==> config.mk <==
export PLATFORM = sky130hd
export DESIGN_NAME = display_seq
export DESIGN_NICKNAME = d
export VERILOG_FILES = /design/src/rtl/display_seq.sv
export SDC_FILE = /design/constraint.sdc
export NUM_CORES = 1
export LEC_CHECK = 0
export BUFFER_PORTS_ARGS = -buffer_cell sky130_fd_sc_hd__buf_4
export CAP_MARGIN = 20
export CORE_MARGIN = 10
export CORE_UTILIZATION = 62
export CTS_BUF_LIST = sky130_fd_sc_hd__clkbuf_4
export CTS_CLUSTER_DIAMETER = 30
export DETAILED_ROUTE_END_ITERATION = 10
export GPL_ROUTABILITY_DRIVEN = 0
export PLACE_DENSITY = 0.81
export SLEW_MARGIN = 20
export SYNTH_ARGS = -nofsm -noshare
export SYNTH_HDL_FRONTEND = slang
export SYNTH_SLANG_ARGS = --single-unit
==> constraint.sdc <==
create_clock -name clk -period 3.6 [get_ports clk]
set_clock_uncertainty 0.2 [all_clocks]
set_input_delay 0.36 -clock clk [delete_from_list [all_inputs] [get_ports clk]]
set_output_delay 0.36 -clock clk [all_outputs]
set_load 0.01 [all_outputs]
==> src/rtl/display_seq.sv <==
`default_nettype none
// ============================================================================
// Module   : display_seq
// Purpose  : Display sequencer between the code encoder and the two-digit
//            seven-segment decoder. Each rising edge of `ready` queues one
//            4-bit code in a small circular FIFO. Queued codes are presented
//            one at a time on `code_out`, each for HOLD_CYCLES clocks, with no
//            gap between consecutive codes. The display is blanked when
//            nothing is queued.
// Revision : 1.0 - initial release
// ----------------------------------------------------------------------------
// Parameters:
//   DEPTH       - FIFO entries (power of two, 2..16)
//   HOLD_CYCLES - clocks each code is shown (>= 1)
// Ports:
//   clk      in   system clock, rising edge
//   reset    in   synchronous active-high reset
//   code_in  in   [3:0] code sampled when a `ready` rising edge is seen
//   ready    in   entry strobe; only a 0->1 transition pushes
//   clear    in   synchronous flush of the queue, blanks the display
//   code_out out  [3:0] code driven to the segment decoder
//   blank    out  1 = decoder outputs forced dark
//   busy     out  1 while a code is being shown
//   full     out  queue holds DEPTH entries
//   drop     out  one-cycle pulse when a push is lost to a full queue
//   count    out  queued entries, not counting the code on display
// Build option:
//   DISPLAY_SEQ_HOLD_LAST_EN - when defined, the last code stays lit after
//   the queue drains instead of being blanked.
// ============================================================================
module display_seq #(
  parameter int DEPTH       = 4,
  parameter int HOLD_CYCLES = 50_000_000
) (
  input  logic                     clk,
  input  logic                     reset,
  input  logic [3:0]               code_in,
  input  logic                     ready,
  input  logic                     clear,
  output logic [3:0]               code_out,
  output logic                     blank,
  output logic                     busy,
  output logic                     full,
  output logic                     drop,
  output logic [$clog2(DEPTH):0]   count
);

  localparam int PW = $clog2(DEPTH);
  // A one-cycle hold would give a zero-width timer; keep at least one bit.
  localparam int TW = (HOLD_CYCLES > 1) ? $clog2(HOLD_CYCLES) : 1;
  localparam logic [TW-1:0] TIMER_LOAD = TW'(HOLD_CYCLES - 1);
  localparam logic [PW:0]   DEPTH_CNT  = (PW + 1)'(DEPTH);

  typedef enum logic {
    IDLE = 1'b0,
    SHOW = 1'b1
  } state_t;

  state_t          state_q, state_d;
  logic [TW-1:0]   timer_q, timer_d;
  logic [PW-1:0]   rd_ptr_q, wr_ptr_q;
  logic [PW:0]     count_q, count_d;
  logic [3:0]      mem_q [DEPTH];
  logic [3:0]      code_out_q, code_out_d;
  logic            blank_q, blank_d;
  logic            busy_q;
  logic            drop_q, drop_d;
  logic            ready_q;

  logic            push_req;
  logic            have_data;
  logic            timer_done;
  logic            pop;
  logic            push_ok;

  // Next-state and datapath control
  always_comb begin
    push_req   = ready & ~ready_q;
    have_data  = (count_q != '0);
    timer_done = (timer_q == '0);
    // Pop from IDLE at once, or back-to-back when the current hold expires.
    pop        = ~clear & have_data & ((state_q == IDLE) | timer_done);
    // A full queue still accepts a push when a slot frees in the same cycle.
    push_ok    = ~clear & push_req & ((count_q != DEPTH_CNT) | pop);
    // A push discarded by clear is not reported as a drop.
    drop_d     = ~clear & push_req & ~push_ok;

    state_d    = state_q;
    timer_d    = timer_q;
    code_out_d = code_out_q;
    blank_d    = blank_q;
    count_d    = count_q;

    if (clear) begin
      state_d = IDLE;
      timer_d = '0;
      blank_d = 1'b1;
      count_d = '0;
    end else begin
      unique case ({push_ok, pop})
        2'b10:   count_d = count_q + (PW + 1)'(1);
        2'b01:   count_d = count_q - (PW + 1)'(1);
        default: count_d = count_q;
      endcase

      if (pop) begin
        code_out_d = mem_q[rd_ptr_q];
        blank_d    = 1'b0;
        timer_d    = TIMER_LOAD;
        state_d    = SHOW;
      end else if (state_q == SHOW) begin
        if (!timer_done) begin
          timer_d = timer_q - TW'(1);
        end else begin
          state_d = IDLE;
`ifdef DISPLAY_SEQ_HOLD_LAST_EN
          blank_d = blank_q;
`else
          blank_d = 1'b1;
`endif
        end
      end
    end
  end

  always_ff @(posedge clk) begin
    if (reset) begin
      state_q    <= IDLE;
      timer_q    <= '0;
      rd_ptr_q   <= '0;
      wr_ptr_q   <= '0;
      count_q    <= '0;
      code_out_q <= 4'h0;
      blank_q    <= 1'b1;
      busy_q     <= 1'b0;
      drop_q     <= 1'b0;
      // Starting high means a `ready` held through reset does not push.
      ready_q    <= 1'b1;
    end else begin
      state_q    <= state_d;
      timer_q    <= timer_d;
      count_q    <= count_d;
      code_out_q <= code_out_d;
      blank_q    <= blank_d;
      busy_q     <= (state_d == SHOW);
      drop_q     <= drop_d;
      ready_q    <= ready;
      if (clear) begin
        rd_ptr_q <= '0;
        wr_ptr_q <= '0;
      end else begin
        if (push_ok) begin
          mem_q[wr_ptr_q] <= code_in;
          wr_ptr_q        <= wr_ptr_q + PW'(1);
        end
        if (pop) begin
          rd_ptr_q <= rd_ptr_q + PW'(1);
        end
      end
    end
  end

  assign code_out = code_out_q;
  assign blank    = blank_q;
  assign busy     = busy_q;
  assign drop     = drop_q;
  assign count    = count_q;
  assign full     = (count_q == DEPTH_CNT);

endmodule
`default_nettype wire
Word-level counts from Yosys, hierarchy flattened
Memory sizes are Yosys's and may differ from the RTL's. A register that Yosys moved wholly into a read port is not among the register bits.
Cells that the tools add are included.
- eq/ne operators: 5
- reduce and logical (&&, ||, !) cells: 11
- bitwise operators: 13
- $add $sub $neg: 5
- multiplexer cells: 14
- operators by type and width (operator ; number):
    $mux W26 ; 3
    $logic_not A26 Y1 ; 1
    $sub A26 B1 Y26 const B ; 1
    $mux W1 ; 10
    $reduce_and A2 Y1 ; 4
    $and A1 B1 Y1 ; 6
    $pmux W3 S2 ; 1
    $reduce_bool A2 Y1 ; 3
    $not A1 Y1 ; 5
    $add A2 B1 Y2 const B ; 2
    $add A3 B1 Y3 const B ; 1
    $eq A3 B3 Y1 const B ; 1
    $ne A3 B3 Y1 const B ; 1
    $reduce_bool A3 Y1 ; 1
    $reduce_or A3 Y1 ; 1
    $sub A3 B1 Y3 const B ; 1
    $eq A2 B1 Y1 const B ; 1
    $eq A2 B2 Y1 const B ; 1
    $ne A2 B1 Y1 const B ; 1
    $or A1 B1 Y1 ; 2
    $reduce_or A2 Y1 ; 1
- bits of input ports: 8
- bits in registers: 37
- memories kept: 1
- word-level logic and storage cells: 58
- output and inout port bits: 11
- memory bits (writable): 16
- memories (name ; words ; width ; rd ports ; clocked after Yosys merged registers in ; wr ports ; RTL line ; text):
    mem_q ; 4 ; 4 ; 1 ; 1 ; 1 ; 63 ; logic [3:0] mem_q [DEPTH];

Depth between registers and ports, before layout
Gate-level depths: netlist of run 1.
- word-level depth: 9
- mapped depth: 13
- mapped depth without buffers: 12

Worst setup path after synthesis of run 1
Ideal clock, no wire load.
- kind: flip-flop to flip-flop
- from: register timer_q[0]
- to: register count_q[2], in the netlist count[2]
- setup time: 131 ps
- required time: 3269 ps
- path buffers: 1
- data arrival time: 2837 ps
- path slack: 432 ps
- stages on the path, launching flop included: 13
- period minus slack after synthesis: 3168 ps
- cells stage by stage: dfxtp_1 -> inv_1 -> ha_1 -> or3b_2 -> or3_1 -> buf_2 -> o21ai_1 -> and2_1 -> inv_1 -> fa_1 -> a211oi_1 -> o21ai_0 -> nor3b_1
- word-level cells in the longest chain between the ends: 7
- elaborated cells between the ends (all ways): 9
- those cells by class: eq/ne: 2; mux: 1; bitwise: 4; reduce/logical: 2
- RTL lines (what ; RTL line ; text):
    start, declared ; 60 ; logic [TW-1:0] timer_q, timer_d;
    start signal, assigned ; 141 ; timer_q <= timer_d;
    $logic_not A26 Y1 * ; 80 ; timer_done = (timer_q == '0);
    $or A1 B1 Y1 * ; 82 ; pop = ~clear & have_data & ((state_q == IDLE) | timer_done);
    $and A1 B1 Y1 * ; 82 ;
    $or A1 B1 Y1 ; 84 ; push_ok = ~clear & push_req & ((count_q != DEPTH_CNT) | pop);
    $and A1 B1 Y1 ; 84 ;
    $eq A2 B1 Y1 or $eq A2 B2 Y1 (tied branches) ; 100 ; unique case ({push_ok, pop})
    $pmux W3 S2 or $reduce_bool A2 Y1 (tied branches) ; n/a ;
    end signal, assigned ; 142 ; count_q <= count_d;
    end, declared ; 62 ; logic [PW:0] count_q, count_d;
Every way passes the cells marked *; elsewhere a longest branch is shown, timed or not.
A chain may end at the register's enable or synchronous reset.

Worst setup path in the final report of run 1
Ends and elaborated chain as after synthesis.

==> results.py, run 1 <==
metrics = {
    "route": {
        "drt.antenna.violating_nets": 0,
        "total_via_count_in_the_routed_design": 1997,
        "first_pass_iters": 4,
        "finalWirelength_mm": 5.30,
        "detail_route.vias_per_cell": 6.03,
        "drt_drc_violations_left": 0,
        "drt-wirelength-per-cell_um": 16.0,
        "dr.first_iter.drc_count": 107,
    },
    "floorplan": {
        "floorplan.initialDensity_pct": 63.7,
        "floorplan.die_area_um2": 7030,
        "rows": 23,
        "chipWidth_um": 83.9,
        "die_h_um": 83.9,
        "floorplan.io_pins": 19,
        "core_area_um2": 3970,
    },
    "timing": {
        "hold_ws_ns": 0.129,
        "worst_pin_slew_ns": 0.572,
        "post-route-worst-setup-slack_ns": 0.343,
        "finalSetupViolCount": 0,
        "max_clock_freq_mhz": 307,
        "final_max_tran_viols": 0,
        "report.final.hold_viol_count": 0,
        "layout_min_cycle_time_ns": 3.26,
        "setup-tns-final_ns": 0,
        "rsz0062_at_grt": "false",
        "worst_relative_slew_slack_pct": 61.7,
        "final_min_period_over_clock_period_pct": 90.5,
    },
    "cells_and_area": {
        "final_net_count": 290,
        "layout-drive-gt1-share_pct": 17.1,
        "final_cell_count_no_fill": 331,
        "mostFrequentLayoutCells": "dfxtp_1 (41), nor2_1 (28), buf_4 (22)",
        "layout.cells.most_common": "dfxtp_1",
        "cell_area_after_layout_um2": 2910,
        "diodes": 0,
        "post-route-util_pct": 73.3,
        "area_growth_pct": 15.0,
    },
    "clocking": {
        "root_buffer": "clkbuf_4",
        "cts_made_buffers": 9,
        "cts.path.max_buffers": 2,
        "worst_skew_pair.late_latency_ns": 0.40,
        "post_cts.repair.setup_buffers": 0,
        "clock_net_sink_count": 57,
        "clk_pin_slew_worst_paths_ns": 0.10,
        "cts_tree": "done",
        "htree_levels": 3,
    },
    "power_and_ir_drop": {
        "p_clk_share_pct": 38.2,
        "power.internal_mw": 0.907,
        "power_switching_share_pct": 25.2,
        "net-switching-power_mw": 0.306,
        "cellPowerDensity_nw_per_um2": 417,
        "comb_power_share_pct": 6.5,
        "peakVddDrop_v": 0.000310,
        "pwr-share-seq_pct": 55.3,
        "totalPowerFinal_mw": 1.21,
        "reported_leakage_power_nw": 1.04,
    },
    "placement": {
        "post-place-ws_ns": 0.412,
        "postPlaceCellArea_um2": 2710,
        "place.detailed.hpwl_mm": 3.75,
        "io_buffer_count": 18,
        "placed_cell_count": 309,
    },
    "global_route": {
        "grt.overflow.total": 0,
        "grt_start_max_net_pins": 25,
        "grt_pass1_vias": 1946,
        "track_usage_pct": 15.8,
        "grt_pass1_wl_mm": 9.11,
        "grt_antenna_before_repair": 0,
    },
    "synth": {
        "synthDominantCellAreaShare_pct": 32.5,
        "async_reset_ff_share_pct": 0,
        "ys_seq_elements": 57,
        "yosys.area.top_type": "dfxtp_1",
        "seq_area_frac_synth_pct": 51.5,
        "syn-cell-area_um2": 2530,
        "yosysWarnings": 0,
        "syn-num-nets": 261,
        "synth_area_per_cell_um2": 10.2,
        "synthesis.instances": 247,
        "synth-edff-count": 16,
        "synthTopCellsByArea": "dfxtp_1 (32%), edfxtp_1 (19%), a211oi_1 (4.8%)",
        "ys_dominant_reg_cell": "dfxtp_1",
        "synth.distinct_cells": 39,
    },
    "setup_path": {
        "arrival_ns": 3.33,
        "endpoint_kind": "flip-flop",
        "cpLargestDelayFamily": "simple AND/OR/NAND/NOR gates",
        "critical_path.n_buffers_inverters": 2,
        "cp_slowest_cell": "or3b_2",
        "crit_path_start_kind": "flip-flop",
        "critPathMaxFanout": 6,
        "worst-endpoint-required_ns": 3.67,
        "timing.critical_path.slowest_cell_delay_ns": 0.46,
        "timing.critical_path.cells": "inv_1 -> ha_1 -> or3b_2 -> or3_1 -> o21ai_1 -> and2_1 -> inv_1 -> fa_1 -> a211oi_1 -> o21ai_0 -> nor3b_1",
        "most_frequent_cell_on_the_critical_path": "inv_1",
        "critical_path_class": "reg2reg",
    },
    "run_status": {
        "outcome": "finished clean",
    },
    "flow_run": {
        "cap_violations": 0,
    },
    "hold_path": {
        "holdCritPathClass": "in2reg",
    },
}
[synth_stat cells, types with 4 or more instances]
| cell | number |
|---|---|
| dfxtp_1 | 41 |
| nor2_1 | 28 |
| nor3_1 | 17 |
| a211oi_1 | 16 |
| edfxtp_1 | 16 |
| nand2_1 | 16 |
| nor4_1 | 9 |
| a311oi_1 | 8 |
| clkbuf_1 | 8 |
| inv_1 | 8 |
| a21oi_1 | 7 |
| nand3_1 | 7 |
| xnor2_1 | 7 |
| o21ai_0 | 6 |
| xor2_1 | 6 |
| and2_1 | 5 |
| ha_1 | 5 |
| mux4_2 | 4 |
[power by group through the flow]
stage                     clock network, mW  registers, mW  logic [mW]
after floorplan                           0          0.684      0.0487
after global placement                    0          0.685      0.0708
after detailed placement                  0          0.685      0.0727
after CTS                             0.469          0.670      0.0783
after global routing                  0.504          0.672      0.0872
final                                 0.463          0.670      0.0790
[cells by family (layout without fill, tap and decap cells)]
group,count (synthesis),in the layout,synth area share (%)
adder cells (fa/ha/maj),6,6,3.27
multiplexers,4,4,3.56
AND/OR/NAND/NOR,107,107,22.3
flip-flops,57,57,51.5
XOR/XNOR,13,13,4.50
AO/OA/AOI/OAI,42,42,11.9
buffers and inverters,18,52,3.02
[routing by layer]
layer | GRT usage (%) | part of all wire [%] | vias to the layer above | wire length (µm)
li1 | - | - | 985 | -
met3 | 4.30 | 4.8 | 11 | 255
met5 | 0 | 0 | - | 0
met1 | 17.2 | 42 | 947 | 2240
met2 | 27.2 | 51 | 54 | 2710
met4 | 8.07 | 1.8 | 0 | 93
[final timing paths]
kind          startpoint  slack [ns]  depth (start not counted)     endpoint
max           timer_q[0]        0.34                         11     count[2]
min reg2reg  code_out[1]        0.26                          2  code_out[1]
min                clear        0.13                          3        blank
max reg2reg   timer_q[0]        0.34                         11     count[2]
[repair_timing]
action                                 in CTS  in global routing
endpoints found under the hold margin      21                  0
resized for setup                           0                  0
hold buffers                                6                  0
setup endpoints to repair                   0                  0
[worst min-delay path, cell delays in order]
cell      delay (ns)
buf_4           0.13
nor2_1          0.11
o211ai_1        0.09
[flip-flops by register name, indices dropped and copies added (netlist names), 2 cells and up]
name,flops
code_out,4
mem_q,16
count,3
timer_q,26
rd_ptr_q,2
wr_ptr_q,2
[final cells by class]
cell class	instances	area [µm²]
clock buffer	9	67.6
sequential	57	1300
clock inverter	7	71.3
timing repair buffer	28	225
inverter	8	30.0
fill	298	1060
tap	50	62.6
multi-input combinational	172	1150
Power figures use the tool's default switching activity.
==> run 2, diff against run 1 <==
--- a/config.mk
+++ b/config.mk
@@ -7,6 +7,7 @@
 export LEC_CHECK = 0
 export BUFFER_PORTS_ARGS = -buffer_cell sky130_fd_sc_hd__buf_4
 export CAP_MARGIN = 20
+export CORE_ASPECT_RATIO = 1.75
 export CORE_MARGIN = 10
 export CORE_UTILIZATION = 62
 export CTS_BUF_LIST = sky130_fd_sc_hd__clkbuf_4
==> results.py, run 2 (synthesis gave the netlist of run 1 again) <==
metrics = {
    "timing": {
        "final_max_tran_viols": 0,
        "setup-tns-final_ns": 0,
        "report.final.hold_viol_count": 0,
        "layout_min_cycle_time_ns": 3.24,
        "max_clock_freq_mhz": 309,
        "rsz0062_at_grt": "false",
        "worst_relative_slew_slack_pct": 61.9,
        "finalSetupViolCount": 0,
        "final_min_period_over_clock_period_pct": 90.0,
        "hold_ws_ns": 0.0977,
        "worst_pin_slew_ns": 0.567,
    },
    "clocking": {
        "cts_made_buffers": 9,
        "root_buffer": "clkbuf_4",
        "cts_tree": "done",
        "clk_pin_slew_worst_paths_ns": 0.10,
        "htree_levels": 3,
        "post_cts.repair.setup_buffers": 0,
        "cts.path.max_buffers": 2,
        "worst_skew_pair.late_latency_ns": 0.42,
        "clock_net_sink_count": 57,
    },
    "global_route": {
        "grt_start_max_net_pins": 25,
        "global_route.peak_usage_layer": "met2",
        "grt.overflow.total": 0,
        "grt_use_met2_pct": 29.5,
        "grt_pass1_vias": 2047,
        "global_route.usage.met3_pct": 4.21,
        "use_met1_pct": 17.2,
        "grt_antenna_before_repair": 0,
        "grt_pass1_wl_mm": 9.51,
        "track_usage_pct": 17.7,
    },
    "hold_path": {
        "hold_path_startpoint": "clear",
        "holdCritPathClass": "in2reg",
        "hold-path-cell-count": 3,
        "min_to": "blank",
    },
    "floorplan": {
        "rows": 30,
        "die_h_um": 104,
        "floorplan.initialDensity_pct": 64.8,
        "core_area_um2": 3900,
        "floorplan.io_pins": 19,
        "floorplan.die_area_um2": 7130,
        "chipWidth_um": 68.3,
    },
    "power_and_ir_drop": {
        "cellPowerDensity_nw_per_um2": 396,
        "peakVddDrop_v": 0.000310,
        "reported_leakage_power_nw": 1.03,
    },
    "route": {
        "finalWirelength_mm": 5.78,
        "detail_route.vias_per_cell": 6.19,
        "drt.antenna.violating_nets": 0,
        "dr.first_iter.drc_count": 121,
        "first_pass_iters": 4,
        "drt_drc_violations_left": 0,
        "total_via_count_in_the_routed_design": 2044,
        "drt-wirelength-per-cell_um": 17.5,
    },
    "setup_path": {
        "r2r_setup_slack_ns": 0.36,
        "setup.worst_path.start": "timer_q[0]",
        "critPathMaxFanout": 6,
        "critical_path_class": "reg2reg",
        "crit-reg2reg-launch": "timer_q[0]",
        "worst-endpoint-required_ns": 3.69,
        "arrival_ns": 3.33,
        "endpoint_kind": "flip-flop",
        "r2r_end": "count[2]",
        "crit_path_start_kind": "flip-flop",
        "r2r.worst_path.cells": 11,
    },
    "cells_and_area": {
        "multi_input_area_um2": 1150,
        "regMostFlops": "timer_q",
        "layout.cells.most_common": "dfxtp_1",
        "seq_area_um2": 1300,
        "post-route-util_pct": 74.0,
        "final_net_count": 291,
        "layout-drive-gt1-share_pct": 17.7,
        "diodes": 0,
        "area_growth_pct": 14.3,
        "mostFrequentLayoutCells": "dfxtp_1 (41), nor2_1 (28), buf_4 (23)",
        "number_of_flip_flops_under_the_largest_register_name": 26,
        "fillCellCount": 299,
    },
    "flow_run": {
        "cap_violations": 0,
    },
    "run_status": {
        "outcome": "finished clean",
    },
    "placement": {
        "io_buffer_count": 18,
        "place.detailed.hpwl_mm": 4.14,
    },
}
==> run 2: cell count changes in the layout (fill, tap and decap cells not counted), sizes merged <==
| cell | before | now |
|---|---|---|
| buf | 22 | 23 |
| bufinv | 1 | 0 |
| clkinv | 4 | 5 |
==> run 2: area by class of cell <==
class                      instances  share of cell area (%)
inverter                           8                    1.04
multi-input combinational        172                    39.8
tap                               48                    2.08
sequential                        57                    45.0
clock inverter                     7                    1.65
clock buffer                       9                    2.34
timing repair buffer              29                    8.05
==> run 2: worst max-delay path by stage <==
stage | endpoint | slack [ns]
5_1_grt | count[2] | 0.17
6_report | count[2] | 0.36
4_1_cts | count[2] | 0.41
2_1_floorplan | count[2] | 0.43
3_3_place_gp | count[2] | 0.52
3_5_place_dp | count[2] | 0.44
==> run 2: metal layers <==
metal	part of all wire (%)	vias to the layer above
met2	55	47
met5	0	-
met1	36	997
met3	4.3	24
li1	-	976
met4	5.0	0
==> run 2: worst max-delay path, stage by stage, from the launching register on <==
cell	delay, ns
dfxtp_1	0.36
inv_1	0.07
ha_1	0.24
or3b_2	0.45
or3_1	0.43
o21ai_1	0.20
and2_1	0.22
inv_1	0.07
fa_1	0.38
a211oi_1	0.25
o21ai_0	0.11
nor3b_1	0.14
==> run 2: stage by stage <==
stage                     std cells  power (mW)  setup slack, ns  area (µm²)
after global routing            330        1.19            0.169        2890
after global placement          308       0.757            0.525        2720
after floorplan                 247       0.733            0.432        2530
after CTS                       330        1.15            0.405        2890
final                           330        1.15            0.360        2890
after detailed placement        308       0.758            0.435        2720
==> run 2: repair_timing <==
action,4_1_cts,5_1_grt
hold buffers,6,0
resized for setup,0,0
hold endpoints to repair,21,0
==> run 2: where the power goes <==
part           leakage [nW]  internal, mW  total [mW]  switching (mW)
Clock                0.0617         0.139       0.396           0.257
Sequential            0.475         0.664       0.670         0.00622
Combinational         0.497        0.0327      0.0791          0.0464
Total                  1.03         0.836        1.15           0.309
==> run 3, diff against run 2 <==
--- a/config.mk
+++ b/config.mk
@@ -5,7 +5,7 @@
 export SDC_FILE = /design/constraint.sdc
 export NUM_CORES = 1
 export LEC_CHECK = 0
-export BUFFER_PORTS_ARGS = -buffer_cell sky130_fd_sc_hd__buf_4
+export BUFFER_PORTS_ARGS = -buffer_cell sky130_fd_sc_hd__buf_2
 export CAP_MARGIN = 20
 export CORE_ASPECT_RATIO = 1.75
 export CORE_MARGIN = 10
==> results.py, run 3 (synthesis gave the netlist of run 1 again) <==
metrics = {
    "run_status": {
        "outcome": "finished clean",
    },
    "power_and_ir_drop": {
        "pwr-share-seq_pct": 52.8,
        "net-switching-power_mw": 0.295,
        "cellPowerDensity_nw_per_um2": 440,
        "comb_power_share_pct": 5.9,
        "reported_leakage_power_nw": 1.04,
        "p_clk_share_pct": 41.3,
        "totalPowerFinal_mw": 1.27,
        "peakVddDrop_v": 0.000454,
        "power.internal_mw": 0.975,
        "power_switching_share_pct": 23.2,
    },
    "floorplan": {
        "die_h_um": 104,
        "floorplan.initialDensity_pct": 64.8,
        "floorplan.die_area_um2": 7130,
        "chipWidth_um": 68.3,
        "rows": 30,
        "floorplan.io_pins": 19,
        "core_area_um2": 3900,
    },
    "global_route": {
        "grt_pass1_wl_mm": 10.1,
        "grt_pass1_vias": 2083,
        "track_usage_pct": 18.6,
        "grt_start_max_net_pins": 25,
        "grt.overflow.total": 0,
        "grt_antenna_before_repair": 0,
    },
    "cells_and_area": {
        "cell_area_after_layout_um2": 2880,
        "layout-drive-gt1-share_pct": 17.4,
        "post-route-util_pct": 73.8,
        "fillCellCount": 287,
        "number_of_flip_flops_under_the_largest_register_name": 26,
        "final_net_count": 290,
        "layout.cells.most_common": "dfxtp_1",
        "regMostFlops": "timer_q",
        "area_growth_pct": 14.0,
        "mostFrequentLayoutCells": "dfxtp_1 (41), nor2_1 (28), buf_2 (18)",
        "diodes": 0,
    },
    "setup_path": {
        "arrival_ns": 3.36,
        "endpoint_kind": "flip-flop",
        "cpLargestDelayFamily": "simple AND/OR/NAND/NOR gates",
        "r2r.worst_path.cells": 11,
        "most_frequent_cell_on_the_critical_path": "inv_1",
        "worst-endpoint-required_ns": 3.66,
        "crit_path_start_kind": "flip-flop",
        "critical_path.n_buffers_inverters": 2,
        "critPathMaxFanout": 6,
        "critical_path_cell_count": 11,
        "cp_slowest_cell": "or3b_2",
        "critical_path_class": "reg2reg",
        "timing.critical_path.cells": "inv_1 -> ha_1 -> or3b_2 -> or3_1 -> o21ai_1 -> and2_1 -> inv_1 -> fa_1 -> a211oi_1 -> o21ai_0 -> nor3b_1",
        "timing.critical_path.slowest_cell_delay_ns": 0.45,
    },
    "route": {
        "drt.antenna.violating_nets": 0,
        "detail_route.vias_per_cell": 6.05,
        "drt_drc_violations_left": 0,
        "dr.first_iter.drc_count": 136,
        "finalWirelength_mm": 5.90,
        "drt-wirelength-per-cell_um": 17.9,
        "total_via_count_in_the_routed_design": 1989,
        "first_pass_iters": 4,
    },
    "clocking": {
        "root_buffer": "clkbuf_4",
        "clk_pin_slew_worst_paths_ns": 0.10,
        "cts_made_buffers": 9,
        "worst_skew_pair.late_latency_ns": 0.39,
        "cts_resized": 0,
        "clock_net_sink_count": 57,
        "htree_levels": 3,
        "cts.path.max_buffers": 2,
        "cts_tree": "done",
    },
    "placement": {
        "postPlaceCellArea_um2": 2670,
        "post-place-ws_ns": 0.408,
        "io_buffer_count": 18,
        "place.detailed.hpwl_mm": 4.21,
    },
    "timing": {
        "final_max_tran_viols": 0,
        "setup-tns-final_ns": 0,
        "max_clock_freq_mhz": 303,
        "post-route-worst-setup-slack_ns": 0.297,
        "final_min_period_over_clock_period_pct": 91.7,
        "report.final.hold_viol_count": 0,
        "rsz0062_at_grt": "false",
        "finalSetupViolCount": 0,
        "worst_pin_slew_ns": 0.575,
        "worst_relative_slew_slack_pct": 61.3,
        "layout_min_cycle_time_ns": 3.30,
    },
    "hold_path": {
        "hold-path-cell-count": 2,
        "holdCritPathClass": "in2reg",
    },
    "flow_run": {
        "cap_violations": 0,
    },
}
## run 3: cell type report
type	count	area (µm²)	share of cell area, %
flip-flops and latches	57	1300	45.2
multi-input cells	172	1150	39.9
clock buffers	9	67.6	2.34
clock inverters	7	93.8	3.26
well taps	48	60.1	2.08
inverters	8	30.0	1.04
repair buffers	28	178	6.17
## run 3: per-layer routing
metal,wire [µm],vias up,GRT usage (%)
met2,3250,55,30.9
met1,2080,935,18.7
li1,-,979,-
met5,0,-,0
met4,293,0,12.3
met3,275,20,5.72
## run 3: worst reg2reg max path, stage by stage (launching register included)
cell	delay (ns)
dfxtp_1	0.36
inv_1	0.06
ha_1	0.23
or3b_2	0.45
or3_1	0.42
o21ai_1	0.20
and2_1	0.22
inv_1	0.07
fa_1	0.37
a211oi_1	0.28
o21ai_0	0.15
nor3b_1	0.16
## run 3: metrics by stage
step	hold slack, ns	cells
2_1_floorplan	0.229	247
3_3_place_gp	0.247	308
3_5_place_dp	0.254	308
4_1_cts	0.0256	329
5_1_grt	0.0270	329
6_report	0.0488	329
## run 3: power groups by stage
stage / sequential, mW / combinational (mW) / clock (mW)
final: 0.671 / 0.0749 / 0.524
after global placement: 0.685 / 0.0684 / 0
after global routing: 0.672 / 0.0834 / 0.562
after detailed placement: 0.685 / 0.0693 / 0
after floorplan: 0.684 / 0.0487 / 0
after CTS: 0.670 / 0.0743 / 0.533
## run 3: final timing paths
path               startpoint  slack (ns)     endpoint
setup reg to reg   timer_q[1]        0.30     count[2]
hold / removal          reset        0.05  code_out[0]
hold reg to reg   code_out[0]        0.27  code_out[0]
setup / recovery   timer_q[1]        0.30     count[2]
## run 3: timing repair
action	CTS	global route
hold endpoints to repair	17	0
setup buffers	0	0
endpoints found under the setup margin	0	0
hold buffers	5	0
